--- src/rtl/ro_period_monitor.sv ---
// Measures the period, in valid samples, of a 5-bit upstream sequence generator.
// Optional idle watchdog is compiled in when WATCHDOG_EN is defined.
//
// state   | meaning
// IDLE    | waiting for Start after reset
// CAPTURE | waiting for the first valid sample to use as reference
// MEASURE | counting valid samples until the reference recurs
// DONE    | Period valid, held until next Start
// FAULT   | measurement aborted, FaultCode held until next Start
module ro_period_monitor #(
    parameter int MAX_PERIOD = 63,
    parameter int WD_LIMIT   = 16
) (
    input  logic       CLK,
    input  logic       Reset,
    input  logic       Start,
    input  logic       Valid,
    input  logic [4:0] RO_in,
    output logic       Busy,
    output logic       Done,
    output logic [5:0] Period,
    output logic       Fault,
    output logic [1:0] FaultCode
);

    typedef enum logic [2:0] {
        S_IDLE,
        S_CAPTURE,
        S_MEASURE,
        S_DONE,
        S_FAULT
    } state_t;

    localparam logic [1:0] FC_ZERO     = 2'b01;
    localparam logic [1:0] FC_TIMEOUT  = 2'b10;
    localparam logic [5:0] MAX_CNT     = 6'(MAX_PERIOD);

    if (MAX_PERIOD < 2 || MAX_PERIOD > 63) begin : g_bad_max
        $error("MAX_PERIOD out of range 2..63");
    end
    if (WD_LIMIT < 2 || WD_LIMIT > 255) begin : g_bad_wd
        $error("WD_LIMIT out of range 2..255");
    end

    state_t     state_q;
    logic [4:0] ref_q;
    logic [5:0] cnt_q;
    logic [5:0] cnt_d;
    logic       busy_q;
    logic       done_q;
    logic       fault_q;
    logic [1:0] fcode_q;
    logic [5:0] period_q;

    assign cnt_d = cnt_q + 6'd1;

`ifdef WATCHDOG_EN
    localparam logic [1:0] FC_WATCHDOG = 2'b11;
    localparam logic [7:0] WD_MAX      = 8'(WD_LIMIT);
    logic [7:0] wd_q;
    logic [7:0] wd_d;
    assign wd_d = wd_q + 8'd1;
`endif

    always_ff @(posedge CLK or negedge Reset) begin
        if (!Reset) begin
            state_q  <= S_IDLE;
            ref_q    <= '0;
            cnt_q    <= '0;
            busy_q   <= 1'b0;
            done_q   <= 1'b0;
            fault_q  <= 1'b0;
            fcode_q  <= '0;
            period_q <= '0;
`ifdef WATCHDOG_EN
            wd_q     <= '0;
`endif
        end else begin
            case (state_q)
                S_IDLE, S_DONE, S_FAULT: begin
                    if (Start) begin
                        state_q  <= S_CAPTURE;
                        busy_q   <= 1'b1;
                        done_q   <= 1'b0;
                        fault_q  <= 1'b0;
                        fcode_q  <= '0;
                        period_q <= '0;
                        cnt_q    <= '0;
`ifdef WATCHDOG_EN
                        wd_q     <= '0;
`endif
                    end
                end
                S_CAPTURE, S_MEASURE: begin
                    if (Valid) begin
`ifdef WATCHDOG_EN
                        wd_q <= '0;
`endif
                        // zero lockup beats match, match beats timeout
                        if (RO_in == 5'd0) begin
                            state_q <= S_FAULT;
                            busy_q  <= 1'b0;
                            fault_q <= 1'b1;
                            fcode_q <= FC_ZERO;
                        end else if (state_q == S_CAPTURE) begin
                            ref_q   <= RO_in;
                            cnt_q   <= '0;
                            state_q <= S_MEASURE;
                        end else if (RO_in == ref_q) begin
                            period_q <= cnt_d;
                            done_q   <= 1'b1;
                            busy_q   <= 1'b0;
                            state_q  <= S_DONE;
                        end else if (cnt_d == MAX_CNT) begin
                            state_q <= S_FAULT;
                            busy_q  <= 1'b0;
                            fault_q <= 1'b1;
                            fcode_q <= FC_TIMEOUT;
                        end else begin
                            cnt_q <= cnt_d;
                        end
                    end
`ifdef WATCHDOG_EN
                    else if (wd_d == WD_MAX) begin
                        state_q <= S_FAULT;
                        busy_q  <= 1'b0;
                        fault_q <= 1'b1;
                        fcode_q <= FC_WATCHDOG;
                        wd_q    <= '0;
                    end else begin
                        wd_q <= wd_d;
                    end
`endif
                end
                default: begin
                    state_q <= S_IDLE;
                    busy_q  <= 1'b0;
                end
            endcase
        end
    end

    assign Busy      = busy_q;
    assign Done      = done_q;
    assign Period    = period_q;
    assign Fault     = fault_q;
    assign FaultCode = fcode_q;

endmodule

--- config.mk ---
export PLATFORM = sky130hd
export DESIGN_NAME = ro_period_monitor
export DESIGN_NICKNAME = d
export VERILOG_FILES = /design/src/rtl/ro_period_monitor.sv
export SDC_FILE = /design/constraint.sdc
export NUM_CORES = 1
export LEC_CHECK = 0
export BUFFER_PORTS_ARGS = -buffer_cell sky130_fd_sc_hd__buf_2
export CAP_MARGIN = 20
export CORE_MARGIN = 3
export CORE_UTILIZATION = 51
export DETAILED_ROUTE_END_ITERATION = 6
export GPL_ROUTABILITY_DRIVEN = 0
export PLACE_DENSITY = 0.77
export SYNTH_ARGS = -nofsm -noshare
export SYNTH_HDL_FRONTEND = slang
export SYNTH_SLANG_ARGS = --single-unit
--- constraint.sdc ---
create_clock -name CLK -period 1.6 [get_ports CLK]
set_input_delay 0.32 -clock CLK [delete_from_list [all_inputs] [get_ports CLK]]
set_output_delay 0.32 -clock CLK [all_outputs]
set_load 0.005 [all_outputs]
# After elaboration in Yosys (flattened, before gate mapping)
# Cells that the tools add are included.
[classes] eq_ne=18 add_sub_neg=1 n_bitwise=1 mux=45 n_reduce_logical=11
[ops] operator="$mux 6" count=10
[ops] operator="$pmux 6 s2" count=2
[ops] operator="$mux 3" count=6
[ops] operator="$reduce_and 6->1" count=3
[ops] operator="$mux 1" count=16
[ops] operator="$ne 3x3->1 const B" count=5
[ops] operator="$mux 2" count=6
[ops] operator="$ne 2x2->1 const B" count=5
[ops] operator="$reduce_and 4->1" count=2
[ops] operator="$add 6x1->6 const B" count=1
[ops] operator="$eq 3x2->1 const B" count=2
[ops] operator="$eq 6x6->1 const B" count=1
[ops] operator="$pmux 1 s2" count=3
[ops] operator="$pmux 3 s2" count=1
[ops] operator="$eq 5x5->1" count=1
[ops] operator="$logic_not 5->1" count=1
[ops] operator="$ne 5x5->1 const B" count=1
[ops] operator="$ne 4x4->1 const B" count=1
[ops] operator="$pmux 2 s2" count=1
[ops] operator="$eq 3x1->1 const B" count=1
[ops] operator="$eq 3x3->1 const B" count=1
[ops] operator="$logic_not 3->1" count=1
[ops] operator="$reduce_and 3->1" count=1
[ops] operator="$reduce_or 3->1" count=1
[ops] operator="other kinds (3)" count=3
[word_totals] out_inout_bits=11 wordCells=84 input_bits=9 regBits=25

# Depth between registers and ports, before layout
[depth] word_depth=8 depth_mapped=7 mapped_depth_nobuf=6

# Least setup slack after synthesis
# No wires, ideal clock.
[synth_timing] path_kind="input -> register" startpoint="input port RO_in[0]" endpoint="register ref_q[0]" setup_time_ns=0.127 cell_stages=5 required_time_ns=1.473 n_path_buf=1 slack_ns=-0.153 t_arrival_ns=1.625 path_cell_list="or3_1 -> nor3_4 -> nand4bb_1 -> buf_4 -> mux2_1"
[synth_via] elab_chain_len=3
[synth_lines] item="from (decl)" line_no="18" text="input logic [4:0] RO_in,"
[synth_lines] item="$logic_not 5->1" line_no="100" text="if (RO_in == 5'd0) begin"
[synth_lines] item="$not 1->1 (no source line)"
[synth_lines] item="$reduce_and 4->1 (no source line)"
[synth_lines] item="to (signal assigned)" line_no="106" text="ref_q <= RO_in;"
[synth_lines] item="to (decl)" line_no="46" text="logic [4:0] ref_q;"
# Parallel ways exist; a longest one is shown, timed or not.
# A chain may end at the register's enable or synchronous reset.

# Worst setup path after layout
[layout_timing] startpoint="register state_q[0]" endpoint="register cnt_q[2]"
[layout_via] elab_chain_len=5 word_cells_on_any_way=18 cone_classes="eq/ne: 9; mux: 4; reduce/logical: 5"
[layout_lines] item="from (decl)" line_no="45" text="state_t state_q;"
[layout_lines] item="from (signal assigned)" line_no="67" text="state_q <= S_IDLE;"
[layout_lines] item="from (signal assigned)" line_no="82" text="state_q <= S_CAPTURE;"
[layout_lines] item="from (signal assigned)" line_no="101" text="state_q <= S_FAULT;"
[layout_lines] item="$eq 3x1->1" line_no="79, 105"
[layout_lines] item="$mux 6" line_no="105" text="end else if (state_q == S_CAPTURE) begin"
[layout_lines] item="$mux 6" line_no="100"
[layout_lines] item="$mux 6" line_no="95" text="if (Valid) begin"
[layout_lines] item="$pmux 6 s2" line_no="79" text="case (state_q)"
[layout_lines] item="to (signal assigned)" line_no="120" text="cnt_q <= cnt_d;"
[layout_lines] item="to (decl)" line_no="47" text="logic [5:0] cnt_q;"
# Parallel ways exist; a longest one is shown, timed or not. The select of a mux whose other input is x is not followed.

==> summary.txt <==
Synth Flop Type = dfrtp_1
Sum of buffers and inverters on the critical path = 1
Failing checks = setup timing
Peak VDD IR = 0.001442 V
Final setup viols = 20
Post-synthesis sequential area ratio = 0.4202
Vias per cell = 6.357
Port Buffers = 19
Multi-input logic area = 940.9 um^2
Total routed wirelength = 5028 um
Number of global-route vias before repair = 1418
Worst reg2reg path startpoint = state_q[0]
Least-Margin Pin Slew = 0.5897 ns
Synth warn = 0
Worst path cell trace = nor2b_4, a211o_1, buf_6, a21oi_4, nand4_4, o311ai_2
Total GRT Usage = 0.2756
Grt total ovfl = 0
DR vias = 1494
Min Clock Period, post-route = 1.926 ns
DRT iter0 DRCs = 97
Clk_skew = 0.01537 ns
Final number of max-transition violations = 0
TritonCTS clock tree = built
Critical path startpoint category = register
Worst path top cell family by delay = compound AO/OA/AOI/OAI gates
Initial antenna violation count = 0
Kind of critical path = reg2reg
Yosys top cell by area = dfrtp_1
Worst setup margin = -0.3256 ns
Setup Total Neg Slack = -4.174 ns
Die H = 60.03 um
Post-Syn Nets = 145
Clock-pin slew on the worst setup and hold paths = 0.15 ns
Yosys top cell area share = 0.4202
Residual DRC count = 0
CTS max path bufs = 2
Antenna violation net count after detailed routing = 0
RSZ-0062 raised after global routing = yes
Number of diodes = 0
TritonRoute pass-1 iters = 4
Largest net degree at the start of global routing = 26
Utilization after layout = 0.8453
Setup crit end = cnt_q[2]
WP depth = 6
Top cells by area, synth = dfrtp_1, o2bb2ai_1, mux2_1
Cell Pwr Density = 1764 nW/um^2
Status = finished, violations left
Clock tree sinks = 25
Critical path arrival = 2.17 ns
Gate count after technology mapping = 134
Final nets = 217
Power, Total = 3895 uW
CP max stage delay = 0.47 ns
Distinct cells, synth = 50
Relative slew slack = 0.6069
R2r worst-path depth = 6
CP Max Fanout = 6
Reg area = 628.1 um^2
Leak = 0.001023 uW
CP max stage cell = dfrtp_2
Place WS = -0.3092 ns
Share of cells above drive strength 1 = 0.5902
Die Wd = 60.03 um
Fmax = 0.5193 GHz
Initial core utilization = 0.5699
Fin crit share = 1.203
Worst skew pair latency = 0.33 ns
CORE AREA = 2613 um^2
Critical path launch point = state_q[0]
Async SR Flop Fraction = 1.000
# rows = 18
Synthesized area = 1489 um^2
Filler instances = 123
Nature of the critical path endpoint = register
CTS Buf Count = 3
Die Area = 3604 um^2
Worst EP required = 1.85 ns
Reg2reg end = cnt_q[2]
Syn Area/Cell = 11.11 um^2
Post-detail-place hpwl = 2705 um
Synthesis-stage register bit count = 25
Post-synth EDFFs = 0
First-pass GRT wire length = 7362 um
Layout area overhead = 48.32%
CTS root buf = clkbuf_4
R2r setup slk = -0.33 ns
I/O pin total = 20
Max H-tree Level = 1
Max-cap viol count = 0
DR WL/cell = 21.40 um
Final number of hold-violating endpoints = 0
Hold Crit Class = in2reg
-- what timing repair did --
item / CTS / global route
resized for setup: 18 / 20
endpoints found under the hold margin: 25 / 0
pin swaps: 12 / 11
hold buffers: 1 / 0
endpoints found under the setup margin: 24 / 24
buffers inserted: 15 / 9
-- state kept, by name, summed over array words and instances (netlist names) --
register / cells
FaultCode: 2
ref_q: 5
cnt_q: 6
Done: 1
state_q: 3
Fault: 1
Period: 6
Busy: 1
-- synth_stat cells (all sizes together), types with 2 or more instances --
cell type,instances
nor2b,3
or3,2
o211ai,4
xor2,6
nand2,9
nand4,2
dfrtp,25
nand2b,2
a211oi,4
nand3,7
inv,5
xnor2,4
mux2,5
buf,7
o21bai,2
ha,2
nor2,5
o2bb2ai,10
a31oi,3
a21oi,4
nor3,4
-- cells in the final DEF (no fill, tap or decap), types with 2 or more instances in the layout --
cell type  instances
o21bai_1           2
clkbuf_4           3
nor2_2             2
inv_1              4
buf_2             19
buf_6             10
or3_4              2
xor2_1             5
a31oi_4            2
buf_4             45
nor2_1             3
dfrtp_1           23
a21oi_1            2
ha_2               2
o211ai_1           3
nand2b_1           2
nand2_1            9
xnor2_1            3
nor3_2             2
o2bb2ai_1          9
nand3_1            4
dfrtp_2            2
mux2_4             5
nand3_2            3
nor2b_4            2
a211oi_2           3
-- stage by stage --
| stage | area [um^2] | hold slack, ns | instances |
|---|---|---|---|
| after floorplan | 1524 | 0.02441 | 134 |
| after global placement | 1847 | 0.3262 | 209 |
| after detailed placement | 1847 | 0.3485 | 209 |
| after CTS | 2081 | 0.2434 | 229 |
| after global routing | 2208 | 0.2713 | 235 |
| final | 2208 | 0.2697 | 235 |
-- metal layers --
metal | up-vias | wire length, um | track usage
met5 | - | 0 | 0
met4 | 0 | 171 | 0.06013
met3 | 30 | 350 | 0.05616
met2 | 80 | 2422 | 0.4522
met1 | 738 | 2084 | 0.3748
li1 | 646 | - | -
-- how the worst min path moves through the flow --
stage | start | to | slack [ns] | cells past startpoint
final | RO_in[2] | ref_q[2] | 0.27 | 2
after global routing | RO_in[2] | ref_q[2] | 0.27 | 2
after CTS | RO_in[0] | ref_q[0] | 0.24 | 2
after detailed placement | Reset | state_q[1] | 0.35 | 1
after global placement | Reset | state_q[2] | 0.33 | 1
after floorplan | Reset | Busy | 0.02 | 0
-- power by group --
part | total [uW] | leakage [uW] | switching [uW] | internal (uW)
logic | 2640 | 0.000678 | 1290 | 1350
clock network | 294 | 0.0000177 | 200 | 94.0
registers | 958 | 0.000327 | 163 | 795
total | 3900 | 0.00102 | 1660 | 2240
-- cell families after synthesis --
logic type	count (synthesis)	synth area share
AND/OR/NAND/NOR	41	0.1815
AO/OA/AOI/OAI	37	0.2244
flip-flops	25	0.4202
buffers and inverters	13	0.05378
XOR/XNOR	10	0.05882
multiplexers	6	0.04454
adder cells (fa/ha/maj)	2	0.01680
-- layout make-up --
cell class                 instances  share of cell area
clock inverter                     1            0.002266
clock buffer                       3             0.01020
multi-input combinational         96              0.4261
inverter                           5            0.008499
tap                               30             0.01700
timing repair buffer              75              0.2516
sequential                        25              0.2844
No activity file was read; power rests on OpenSTA's default activity.
